### src/rtl/imem_dump_tx_pkg.sv
// Shared definitions for the instruction-memory dump path: FSM states and word geometry.
package imem_dump_tx_pkg;

  typedef enum logic [2:0] {
    ST_IDLE,
    ST_READ,
    ST_WAIT,
    ST_SEND,
    ST_ADV,
    ST_FIN
  } state_t;

  localparam int unsigned BYTES_PER_WORD  = 4;
  localparam int unsigned BYTE_W          = 8;
  localparam int unsigned WORD_W          = BYTES_PER_WORD * BYTE_W;
  localparam int unsigned IDX_W           = 2;
  // Low address bits that must be cleared to word-align a byte address.
  localparam int unsigned WORD_ALIGN_MASK = BYTES_PER_WORD - 1;

endpackage

### src/rtl/imem_dump_tx_ser.sv
// Word-to-byte serialiser: buffers one 32-bit word and presents it MSB first
// on a valid/ready byte stream.
module word_to_byte_ser
  import imem_dump_tx_pkg::*;
(
  input  logic              clk,
  input  logic              rst,
  input  logic              i_load,
  input  logic [WORD_W-1:0] i_word,
  input  logic              i_tx_ready,
  output logic [BYTE_W-1:0] o_tx_data,
  output logic              o_tx_valid,
  output logic              o_word_done_c
);

  logic [WORD_W-1:0] r_buf;
  logic [IDX_W-1:0]  r_idx;
  logic [BYTE_W-1:0] r_tx_data;
  logic              r_tx_valid;

  logic              w_hs;
  logic [IDX_W-1:0]  w_next_idx;
  logic [BYTE_W-1:0] w_next_byte;

  assign w_hs          = r_tx_valid && i_tx_ready;
  assign w_next_idx    = r_idx + IDX_W'(1);
  assign o_word_done_c = w_hs && (r_idx == IDX_W'(BYTES_PER_WORD - 1));

  // Byte that follows the one currently on the bus.
  always_comb begin
    w_next_byte = r_buf[31:24];
    case (w_next_idx)
      2'd1:    w_next_byte = r_buf[23:16];
      2'd2:    w_next_byte = r_buf[15:8];
      2'd3:    w_next_byte = r_buf[7:0];
      default: w_next_byte = r_buf[31:24];
    endcase
  end

  always_ff @(posedge clk) begin
    if (rst) begin
      r_buf      <= '0;
      r_idx      <= '0;
      r_tx_data  <= '0;
      r_tx_valid <= 1'b0;
    end else if (i_load) begin
      r_buf      <= i_word;
      r_idx      <= '0;
      r_tx_data  <= i_word[31:24];
      r_tx_valid <= 1'b1;
    end else if (w_hs) begin
      if (o_word_done_c) begin
        r_tx_valid <= 1'b0;
      end else begin
        r_idx     <= w_next_idx;
        r_tx_data <= w_next_byte;
      end
    end
  end

  assign o_tx_data  = r_tx_data;
  assign o_tx_valid = r_tx_valid;

endmodule

### src/rtl/imem_dump_tx.sv
// Instruction-memory dump: walks a word-aligned PC range through the memory's
// synchronous read port and streams each word out as 4 bytes, MSB first.
module imem_dump_tx
  import imem_dump_tx_pkg::*;
#(
  parameter int unsigned PC_WIDTH   = 32,
  parameter int unsigned DATA_WIDTH = 32
) (
  input  logic                  clk,
  input  logic                  rst,
  input  logic                  start,
  input  logic [PC_WIDTH-1:0]   start_pc,
  input  logic [PC_WIDTH-1:0]   end_pc,
  output logic                  mem_rd_en,
  output logic [PC_WIDTH-1:0]   mem_rd_addr,
  input  logic [DATA_WIDTH-1:0] mem_rd_data,
  output logic [7:0]            tx_data,
  output logic                  tx_valid,
  input  logic                  tx_ready,
  output logic                  busy,
  output logic                  done,
  output logic                  range_err
);

  localparam logic [PC_WIDTH-1:0] ALIGN_MASK = ~(PC_WIDTH'(WORD_ALIGN_MASK));
  localparam logic [PC_WIDTH-1:0] PC_STEP    = PC_WIDTH'(BYTES_PER_WORD);

  state_t              r_state;
  logic [PC_WIDTH-1:0] r_cur_pc;
  logic [PC_WIDTH-1:0] r_last_pc;
  logic                r_err;
  logic                r_mem_rd_en;
  logic [PC_WIDTH-1:0] r_mem_rd_addr;
  logic                r_busy;
  logic                r_done;
  logic                r_range_err;

  logic [PC_WIDTH-1:0] w_start_al;
  logic [PC_WIDTH-1:0] w_end_al;
  logic [PC_WIDTH-1:0] w_next_pc;
  logic                w_load;
  logic                w_word_done;

  assign w_start_al = start_pc & ALIGN_MASK;
  assign w_end_al   = end_pc & ALIGN_MASK;
  assign w_next_pc  = r_cur_pc + PC_STEP;
  assign w_load     = (r_state == ST_WAIT);

  // Control FSM and address walk; done/busy/range_err are set on entry to FIN
  // so they are visible during the FIN cycle itself.
  always_ff @(posedge clk) begin
    if (rst) begin
      r_state       <= ST_IDLE;
      r_cur_pc      <= '0;
      r_last_pc     <= '0;
      r_err         <= 1'b0;
      r_mem_rd_en   <= 1'b0;
      r_mem_rd_addr <= '0;
      r_busy        <= 1'b0;
      r_done        <= 1'b0;
      r_range_err   <= 1'b0;
    end else begin
      r_mem_rd_en <= 1'b0;
      r_done      <= 1'b0;
      r_range_err <= 1'b0;
      case (r_state)
        ST_IDLE: begin
          if (start) begin
            r_cur_pc  <= w_start_al;
            r_last_pc <= w_end_al;
            if (w_start_al > w_end_al) begin
              r_err       <= 1'b1;
              r_done      <= 1'b1;
              r_range_err <= 1'b1;
              r_busy      <= 1'b0;
              r_state     <= ST_FIN;
            end else begin
              r_err         <= 1'b0;
              r_busy        <= 1'b1;
              r_mem_rd_en   <= 1'b1;
              r_mem_rd_addr <= w_start_al;
              r_state       <= ST_READ;
            end
          end
        end
        ST_READ: r_state <= ST_WAIT;
        ST_WAIT: r_state <= ST_SEND;
        ST_SEND: begin
          if (w_word_done) r_state <= ST_ADV;
        end
        ST_ADV: begin
          // Equality stop keeps the walk from wrapping past the top of memory.
          if (r_cur_pc == r_last_pc) begin
            r_done      <= 1'b1;
            r_range_err <= r_err;
            r_busy      <= 1'b0;
            r_state     <= ST_FIN;
          end else begin
            r_cur_pc      <= w_next_pc;
            r_mem_rd_en   <= 1'b1;
            r_mem_rd_addr <= w_next_pc;
            r_state       <= ST_READ;
          end
        end
        ST_FIN:  r_state <= ST_IDLE;
        default: r_state <= ST_IDLE;
      endcase
    end
  end

  word_to_byte_ser u_ser (
    .clk           (clk),
    .rst           (rst),
    .i_load        (w_load),
    .i_word        (WORD_W'(mem_rd_data)),
    .i_tx_ready    (tx_ready),
    .o_tx_data     (tx_data),
    .o_tx_valid    (tx_valid),
    .o_word_done_c (w_word_done)
  );

  assign mem_rd_en   = r_mem_rd_en;
  assign mem_rd_addr = r_mem_rd_addr;
  assign busy        = r_busy;
  assign done        = r_done;
  assign range_err   = r_range_err;

endmodule

### config.mk
export PLATFORM = sky130hd
export DESIGN_NAME = imem_dump_tx
export DESIGN_NICKNAME = d
export VERILOG_FILES = /design/src/rtl/imem_dump_tx_pkg.sv /design/src/rtl/imem_dump_tx_ser.sv /design/src/rtl/imem_dump_tx.sv
export SDC_FILE = /design/constraint.sdc
export NUM_CORES = 1
export LEC_CHECK = 0
export CORE_UTILIZATION = 48
export DETAILED_ROUTE_END_ITERATION = 10
export PLACE_DENSITY = 0.77
export SYNTH_ARGS = -nofsm -noshare
export SYNTH_HDL_FRONTEND = slang
export SYNTH_HIERARCHICAL = 1
export SYNTH_SLANG_ARGS = --single-unit
### constraint.sdc
create_clock -name clk -period 2.25 [get_ports clk]
set_input_delay 0.45 -clock clk [delete_from_list [all_inputs] [get_ports clk]]
set_output_delay 0.45 -clock clk [all_outputs]
set_load 0.005 [all_outputs]
### Yosys cells after proc, flatten, opt, wreduce, memory -nomap -nowiden

Cells that the tools add are included.

* output and inout bits: 45
* logic and storage cells: 78
* input bits: 100
* register bits: 145

* reductions and logical operators: 15
* multiplexer cells: 31
* equal/unequal tests: 15
* add/sub/neg operators: 2
* $lt $le $gt $ge: 1
* bitwise operators: 1

Operators by type and width (number)
* $mux 32: 4
* $pmux 32 s2: 2
* $add 32x3->32 const B: 1
* $eq 32x32->1: 1
* $gt 32x32->1: 1
* $mux 8: 3
* $pmux 8 s3: 1
* $pmux 3 s5: 1
* $mux 1: 12
* $mux 3: 4
* $reduce_and 2->1: 5
* $ne 2x2->1 const B: 4
* $pmux 1 s2: 4
* $eq 2x2->1 const B: 3
* $eq 3x2->1 const B: 2
* $reduce_and 3->1: 2
* $reduce_bool 2->1: 3
* $ne 2x1->1 const B: 2
* $reduce_and 4->1: 1
* $eq 3x1->1 const B: 1
* $eq 3x3->1 const B: 1
* $logic_not 3->1: 1
* $add 2x1->2 const B: 1
* $eq 2x1->1 const B: 1
* other kinds (3): 4

### Longest topological paths before layout

Gate-level depths: netlist (run 1).

* word-level depth: 6
* mapped depth: 10
* gate-level depth less buffers: 9

### Hierarchy

The synthesis (run 1) kept the hierarchy.

By module, submodules not included
* imem_dump_tx: cells each 755, times used 1, area an instance 5728.0 um^2, seq. area each 2042.0 um^2
* word_to_byte_ser: cells each 198, times used 1, area an instance 1943.1 um^2, seq. area each 860.8 um^2

### Least setup slack after synthesis (run 1)

Ideal clock, no wire load.

* path type: input-to-reg
* start point: input port end_pc[25]
* end point: register r_mem_rd_addr[3] (netlist: mem_rd_addr[3])
* stages on the path: 10
* setup slack: -0.042 ns
* arrival: 2.201 ns
* buffers on the path: 1
* setup time: 0.091 ns
* data required time: 2.159 ns
* cell sequence: inv_1 ha_1 a21o_1 nand3_1 a21oi_1 or4_4 o21ai_2 buf_4 a21oi_1 a311oi_1

* word-level cells in the longest chain between the ends: 3

Ends and longest elaborated chain
* start, declared: RTL line imem_dump_tx.sv:13 `input logic [PC_WIDTH-1:0] end_pc,`
* $gt 32x32->1: RTL line imem_dump_tx.sv:71 `if (w_start_al > w_end_al) begin`
* $ne 2x2->1 (no line)
* $reduce_and 4->1 (no line)
* end signal, assigned: RTL line imem_dump_tx.sv:81 `r_mem_rd_addr <= w_start_al;`
* end signal, assigned: RTL line imem_dump_tx.sv:101 `r_mem_rd_addr <= w_next_pc;`
* end, declared: RTL line imem_dump_tx.sv:33 `logic [PC_WIDTH-1:0] r_mem_rd_addr;`

Every way passes these cells.
A chain may end at the register's enable or synchronous reset.

### Worst setup path in the final report (run 1)

* start point: input port start_pc[29]
* end point: register r_mem_rd_addr[2] (netlist: mem_rd_addr[2])

* word-level cells in the longest chain between the ends: 3

Ends and longest elaborated chain
* start, declared: RTL line imem_dump_tx.sv:12 `input logic [PC_WIDTH-1:0] start_pc,`
* $gt 32x32->1: RTL line imem_dump_tx.sv:71
* $ne 2x2->1 (no line)
* $reduce_and 4->1 (no line)

Every way passes these cells.

==> results.cfg, run 1 <==
[logic_synthesis]
muxShareOfSynthArea_pct = 4.57
synth_nets = 1089
syn-cell-area_um2 = 7670
synth_area_per_cell_um2 = 8.05
synth-seq-area-share_pct = 37.8
synthAdderAreaFrac_pct = 5.87
synth-compound-area-share_pct = 18.1
synth_xor_area_share_pct = 6.74
ys_ff_latch = 145
syn_inst = 953
synth-edff-count = 0
synth_flop_cell = dfxtp_1
yosys_warnings = 6
synthDistinctLibCells = 58
synth_top_family_by_area = simple AND/OR/NAND/NOR gates
yosys.area_share.simple_pct = 19.8
synthArstFlopShare_pct = 0

[drt]
drtAntennaViolNets = 0
wirelength_um = 24200
vias = 7763
drtPass1Iterations = 5
avgViaCountPerCell = 5.70
first_iter_violations = 758
wl_per_cell_um = 17.8
drc = 0

[global_route]
grt.total_usage_pct = 28.7
grt_pass1_vias = 7236
grt_pass1_wl_um = 36700
grt_max_degree = 72
antenna_found_initial = 0
grt_overflow = 0

[floorplan]
die-area_um2 = 16500
io_pins = 145
rows = 45
core-area_um2 = 15400
die_w_um = 128
start_util_pct = 49.9
dieHeight_um = 128

[job]
cap_violations = 0

[timing]
min_period_ns = 2.29
finalSetupViolCount = 7
min_period_over_period_pct = 102
relSlewSlack_pct = 43.8
worstMarginPinSlew_ns = 0.843
hold_ws_ns = 0.274
setup_ws_ns = -0.0379
maxSlewViolCount = 0
fmaxAchievable_ghz = 0.437
hold_viol = 0
fin_tns_setup_ns = -0.111
clock_skew_ns = 0.0101

[finish]
drive_gt1_share_pct = 22.5
instances_no_fill = 1361
final_common_cell = nand2_1
nets = 1273
seqCellArea_um2 = 2910
antenna_cells = 0
syn_to_final_growth_pct = 40.7
fillers = 1142
layout_common_cells = 154 x nand2_1, 139 x dfxtp_1, 95 x a21oi_1
final_util_pct = 70.2
final_area_um2 = 10800
multi_input_area_um2 = 4630

[setup_path]
r2r-start = r_cur_pc[18]
cp-end-kind = flop
ff2ff_path_depth = 7
start_kind = input port
rrSetupSlack_ns = 0.06
rr_endpoint = r_cur_pc[3]
worstPathArrival_ns = 2.62
required_ns = 2.59
critPathKind = input port to flop
slowest_stage = ha_4
critical_path.endpoint = mem_rd_addr[2]
cp-startpoint = start_pc[29]
crit_fanout = 7
worstPathCellList = clkdlybuf4s15_2 -> ha_4 -> nand4_1 -> buf_6 -> nor4_4 -> buf_4 -> o31a_1 -> o21ai_4 -> buf_12 -> buf_12 -> buf_4 -> a311oi_1
crit_path_max_incr_delay_ns = 0.28

[placed_design]
post-place-ws_ns = -0.757
globalplace.congestion = 0.885
io_buffers = 140
placed_cells = 1315
dpl_cell_area_um2 = 9720
hpwl_um = 16100

[hold_path]
hold_class = input port to flop

[pwr]
clkPwrFrac_pct = 33.2
pwr-share-seq_pct = 35.4
p_sw_share_pct = 32.1
p_sw_mw = 2.92
irDropWorstVdd_v = 0.000633
finalPower_mw = 9.10
internal_power_mw = 6.18
p_leak_nw = 4.16
p_per_area_nw_per_um2 = 843
combPwrFrac_pct = 31.4

[clock_tree]
cts_sinks = 145
cts-htree-levels = 4
cts-buffers-inserted = 17
clk_pin_slew_ns = 0.06
cts_hold_buf = 0
cts_root_buffer = clkbuf_16
cts_tree = yes
clk_path_buf_depth = 2
clock_latency_ns = 0.43

[outcome]
violations = setup timing
status = finished with violations
[state kept, by name, summed over array words and instances, names as in the netlist]
signal	flops
u_ser/o_tx_data	8
mem_rd_en	1
r_state	3
u_ser/r_idx	2
range_err	1
done	1
busy	1
r_cur_pc	32
u_ser/o_tx_valid	1
r_last_pc	30
u_ser/r_buf	32
r_err	1
mem_rd_addr	32
[worst max-delay path: cells and delay by family]
kind	cells	cell delay, ns
adders and majority gates	1	0.28
AOI/OAI and AO/OA	3	0.58
and+or+nand+nor	2	0.35
buffers and inverters	6	0.96
[worst min-delay path by stage]
stage	cells after the start	startpoint	slack, ns	endpoint
after global placement	2	r_err	0.44	r_err
final	3	end_pc[16]	0.27	r_last_pc[16]
after floorplan	2	r_err	0.44	r_err
after global routing	3	end_pc[19]	0.28	r_last_pc[19]
after CTS	3	end_pc[29]	0.36	r_last_pc[29]
after detailed placement	2	r_err	0.46	r_err
[timing repair]
item	CTS	global route
gates cloned	2	2
pin swaps	38	42
setup endpoints to repair	38	60
buffers inserted	5	7
resized for setup	120	110
[power groups by stage]
stage,clock network (mW),registers (mW),logic (mW)
after floorplan,0,3.18,1.50
after global routing,3.16,3.25,3.06
final,3.02,3.22,2.86
after global placement,0,3.24,2.47
after CTS,3.04,3.19,2.66
after detailed placement,0,3.24,2.51
[Yosys cell counts (all sizes together), types with 9 or more instances]
master | number | share of area, %
ha | 36 | 5.9
xnor2 | 42 | 4.8
clkbuf | 39 | 1.9
buf | 35 | 2.9
inv | 46 | 2.3
a211oi | 13 | 1.8
xor2 | 17 | 1.9
dfxtp | 145 | 38
nand3 | 44 | 3.0
o21ai | 71 | 4.7
and3 | 9 | 0.77
nand4 | 24 | 2.0
a21oi | 113 | 7.5
mux2i | 35 | 4.6
nor3 | 14 | 0.91
nor2 | 49 | 2.4
nand2 | 156 | 7.7
[layout make-up]
| class | instances | share of cell area (%) |
|---|---|---|
| flip-flops and latches | 145 | 27.0 |
| clock inverters | 13 | 1.72 |
| repair buffers | 239 | 20.2 |
| inverters | 46 | 1.60 |
| multi-input cells | 688 | 42.9 |
| clock buffers | 19 | 4.10 |
| well taps | 211 | 2.45 |
[routing by layer]
layer | up-vias | wire length [um] | share of wire [%] | global-route usage, %
met5 | - | 0 | 0 | 0
met2 | 368 | 11400 | 47 | 45.9
met1 | 3673 | 10200 | 42 | 37.5
met3 | 62 | 1940 | 8.0 | 6.28
met4 | 0 | 746 | 3.1 | 12.3
li1 | 3660 | - | - | -
[cells by family after synthesis]
family / after synthesis
AOI/OAI and AO/OA: 234
xor gates and xnor gates: 59
adders and majority gates: 36
buffers and inverters: 120
DFF: 145
muxes: 35
and+or+nand+nor: 324
Note: power is estimated with default switching activity, not from simulation.
==> run 2: changes to the inputs <==
- CORE_UTILIZATION: 48 -> 57
- PLACE_DENSITY: 0.77 -> 0.86
- clock period: 2.25 -> 2.95 ns (I/O delays scaled with it)
==> results.cfg, run 2 (synthesized netlist as in run 1, its figures left out) <==
[drt]
routedLengthMet1_um = 9140
dr_wl_met2_um = 10400
wl_met3_um = 1650
wirelength_um = 22100
top_layer = met4
avgViaCountPerCell = 5.86
vias = 7503
drtAntennaViolNets = 0
wl_per_cell_um = 17.2
first_iter_violations = 790
drc = 0
drtPass1Iterations = 8

[finish]
antenna_cells = 0
syn_to_final_growth_pct = 30.6
final_util_pct = 75.9
instances_no_fill = 1281
layout_common_cells = 155 x nand2_1, 145 x dfxtp_1, 139 x clkdlybuf4s50_1
final_common_cell = nand2_1
fillers = 900
drive_gt1_share_pct = 9.95
nets = 1229

[timing]
min_period_ns = 2.85
finalSetupViolCount = 0
worstMarginPinSlew_ns = 0.609
hold_ws_ns = 0.468
clock_skew_ns = 0.00988
maxSlewViolCount = 0
hold_viol = 0
fmaxAchievable_ghz = 0.350
relSlewSlack_pct = 59.4
min_period_over_period_pct = 96.8
rsz0062_at_grt = no

[pwr]
internal_power_mw = 4.40
pwr-share-seq_pct = 38.3
p_leak_nw = 3.80
p_sw_mw = 2.05
p_sw_share_pct = 31.8
p_per_area_nw_per_um2 = 644
combPwrFrac_pct = 28.2
clkPwrFrac_pct = 33.5
irDropWorstVdd_v = 0.000451

[floorplan]
rows = 42
dieHeight_um = 118
die-area_um2 = 13900
start_util_pct = 58.2
core-area_um2 = 13200
die_w_um = 118
io_pins = 145

[clock_tree]
cts_root_buffer = clkbuf_16
clock_latency_ns = 0.43
cts_hold_buf = 0
cts_sinks = 145
cts-buffers-inserted = 17
ctsResizeCount = 0
postCtsSetupBuffers = 0
cts-htree-levels = 4
cts_tree = yes
clk_pin_slew_ns = 0.06
clk_path_buf_depth = 2

[setup_path]
cp-startpoint = end_pc[31]
crit_path_max_incr_delay_ns = 0.61
crit_buf_inv = 3
r2r-start = r_cur_pc[24]
slowest_stage = a2111oi_1
rr_endpoint = mem_rd_addr[3]
worstPathCellList = clkdlybuf4s50_1 -> inv_1 -> ha_1 -> nand4_1 -> a2111oi_1 -> or4_4 -> o21a_1 -> buf_12 -> o21ai_0 -> a21oi_1
critical_path_depth = 10
critPathKind = input port to flop
ff2ff_path_depth = 8
start_kind = input port
critPathTopFamily = compound AO/OA/AOI/OAI gates
worstPathArrival_ns = 3.20
rrSetupSlack_ns = 0.39
cp-end-kind = flop
required_ns = 3.30
crit_fanout = 30

[global_route]
grt_overflow = 0
grt_pass1_wl_um = 35700
grt.total_usage_pct = 32.4
grt_pass1_vias = 7103
grt_max_degree = 59
antenna_found_initial = 0

[placed_design]
io_buffers = 140
globalplace.congestion = 0.884
hpwl_um = 15100
placed_cells = 1250

[hold_path]
min_to = r_last_pc[31]
min_path_cells = 2
hold_class = flop to flop
worstHoldStart = r_last_pc[31]

[job]
cap_violations = 0

[outcome]
status = completed
## run 2: cell count changes in the layout (fill, tap and decap cells not counted), sizes merged
cell	change
clkdlybuf4s50	+60
buf	-44
clkbuf	-27
clkdlybuf4s15	-15
dlygate4sd2	-14
bufinv	-2
clkinvlp	-2
clkinv	+1
dlymetal6s2s	-1
inv	-1
## run 2: per-stage QoR
| step | cell area (um2) | TNS [ns] | setup slack (ns) | power (mW) |
|---|---|---|---|---|
| floorplan | 7670 | 0 | 0.518 | 3.55 |
| global placement | 9420 | -3.94 | -0.223 | 4.22 |
| detailed placement | 9420 | -10.25 | -0.302 | 4.27 |
| CTS | 10000 | 0 | 0.0977 | 6.42 |
| global route | 10000 | 0 | 0.00790 | 6.74 |
| finish | 10000 | 0 | 0.0958 | 6.45 |
## run 2: worst reg2reg max path, delay by kind of cell (launching register included)
kind	cells	cell delay, ns
flops	1	0.47
compound gates	3	0.59
buf+inv	1	0.25
xor+xnor	1	0.19
simple gates	3	0.92
## run 2: how the worst max path moves through the flow
| stage | end | slack, ns |
|---|---|---|
| after floorplan | mem_rd_addr[3] | 0.52 |
| after global placement | mem_rd_addr[3] | -0.22 |
| after detailed placement | mem_rd_addr[13] | -0.30 |
| after CTS | mem_rd_addr[23] | 0.1 |
| after global routing | mem_rd_addr[3] | 0.008 |
| final | mem_rd_addr[23] | 0.1 |
## run 2: layout make-up
cell class	instances	area [um2]	share of cell area, %
sequential	145	2900	29.0
timing repair buffer	195	1890	18.8
clock buffer	22	484	4.83
tap	176	220	2.20
inverter	46	173	1.72
multi-input combinational	688	4240	42.4
clock inverter	9	106	1.06
## run 2: power by group through the flow
stage,clock (mW),sequential (mW),combinational (mW)
5_1_grt,2.26,2.50,1.98
3_3_place_gp,0,2.49,1.72
4_1_cts,2.17,2.46,1.79
6_report,2.16,2.47,1.82
3_5_place_dp,0,2.50,1.77
2_1_floorplan,0,2.42,1.13
## run 2: layer usage
metal | vias to the layer above | GRT usage, %
li1 | 3565 | -
met2 | 340 | 51.8
met4 | 0 | 15.3
met5 | - | 0
met1 | 3524 | 41.1
met3 | 74 | 7.46
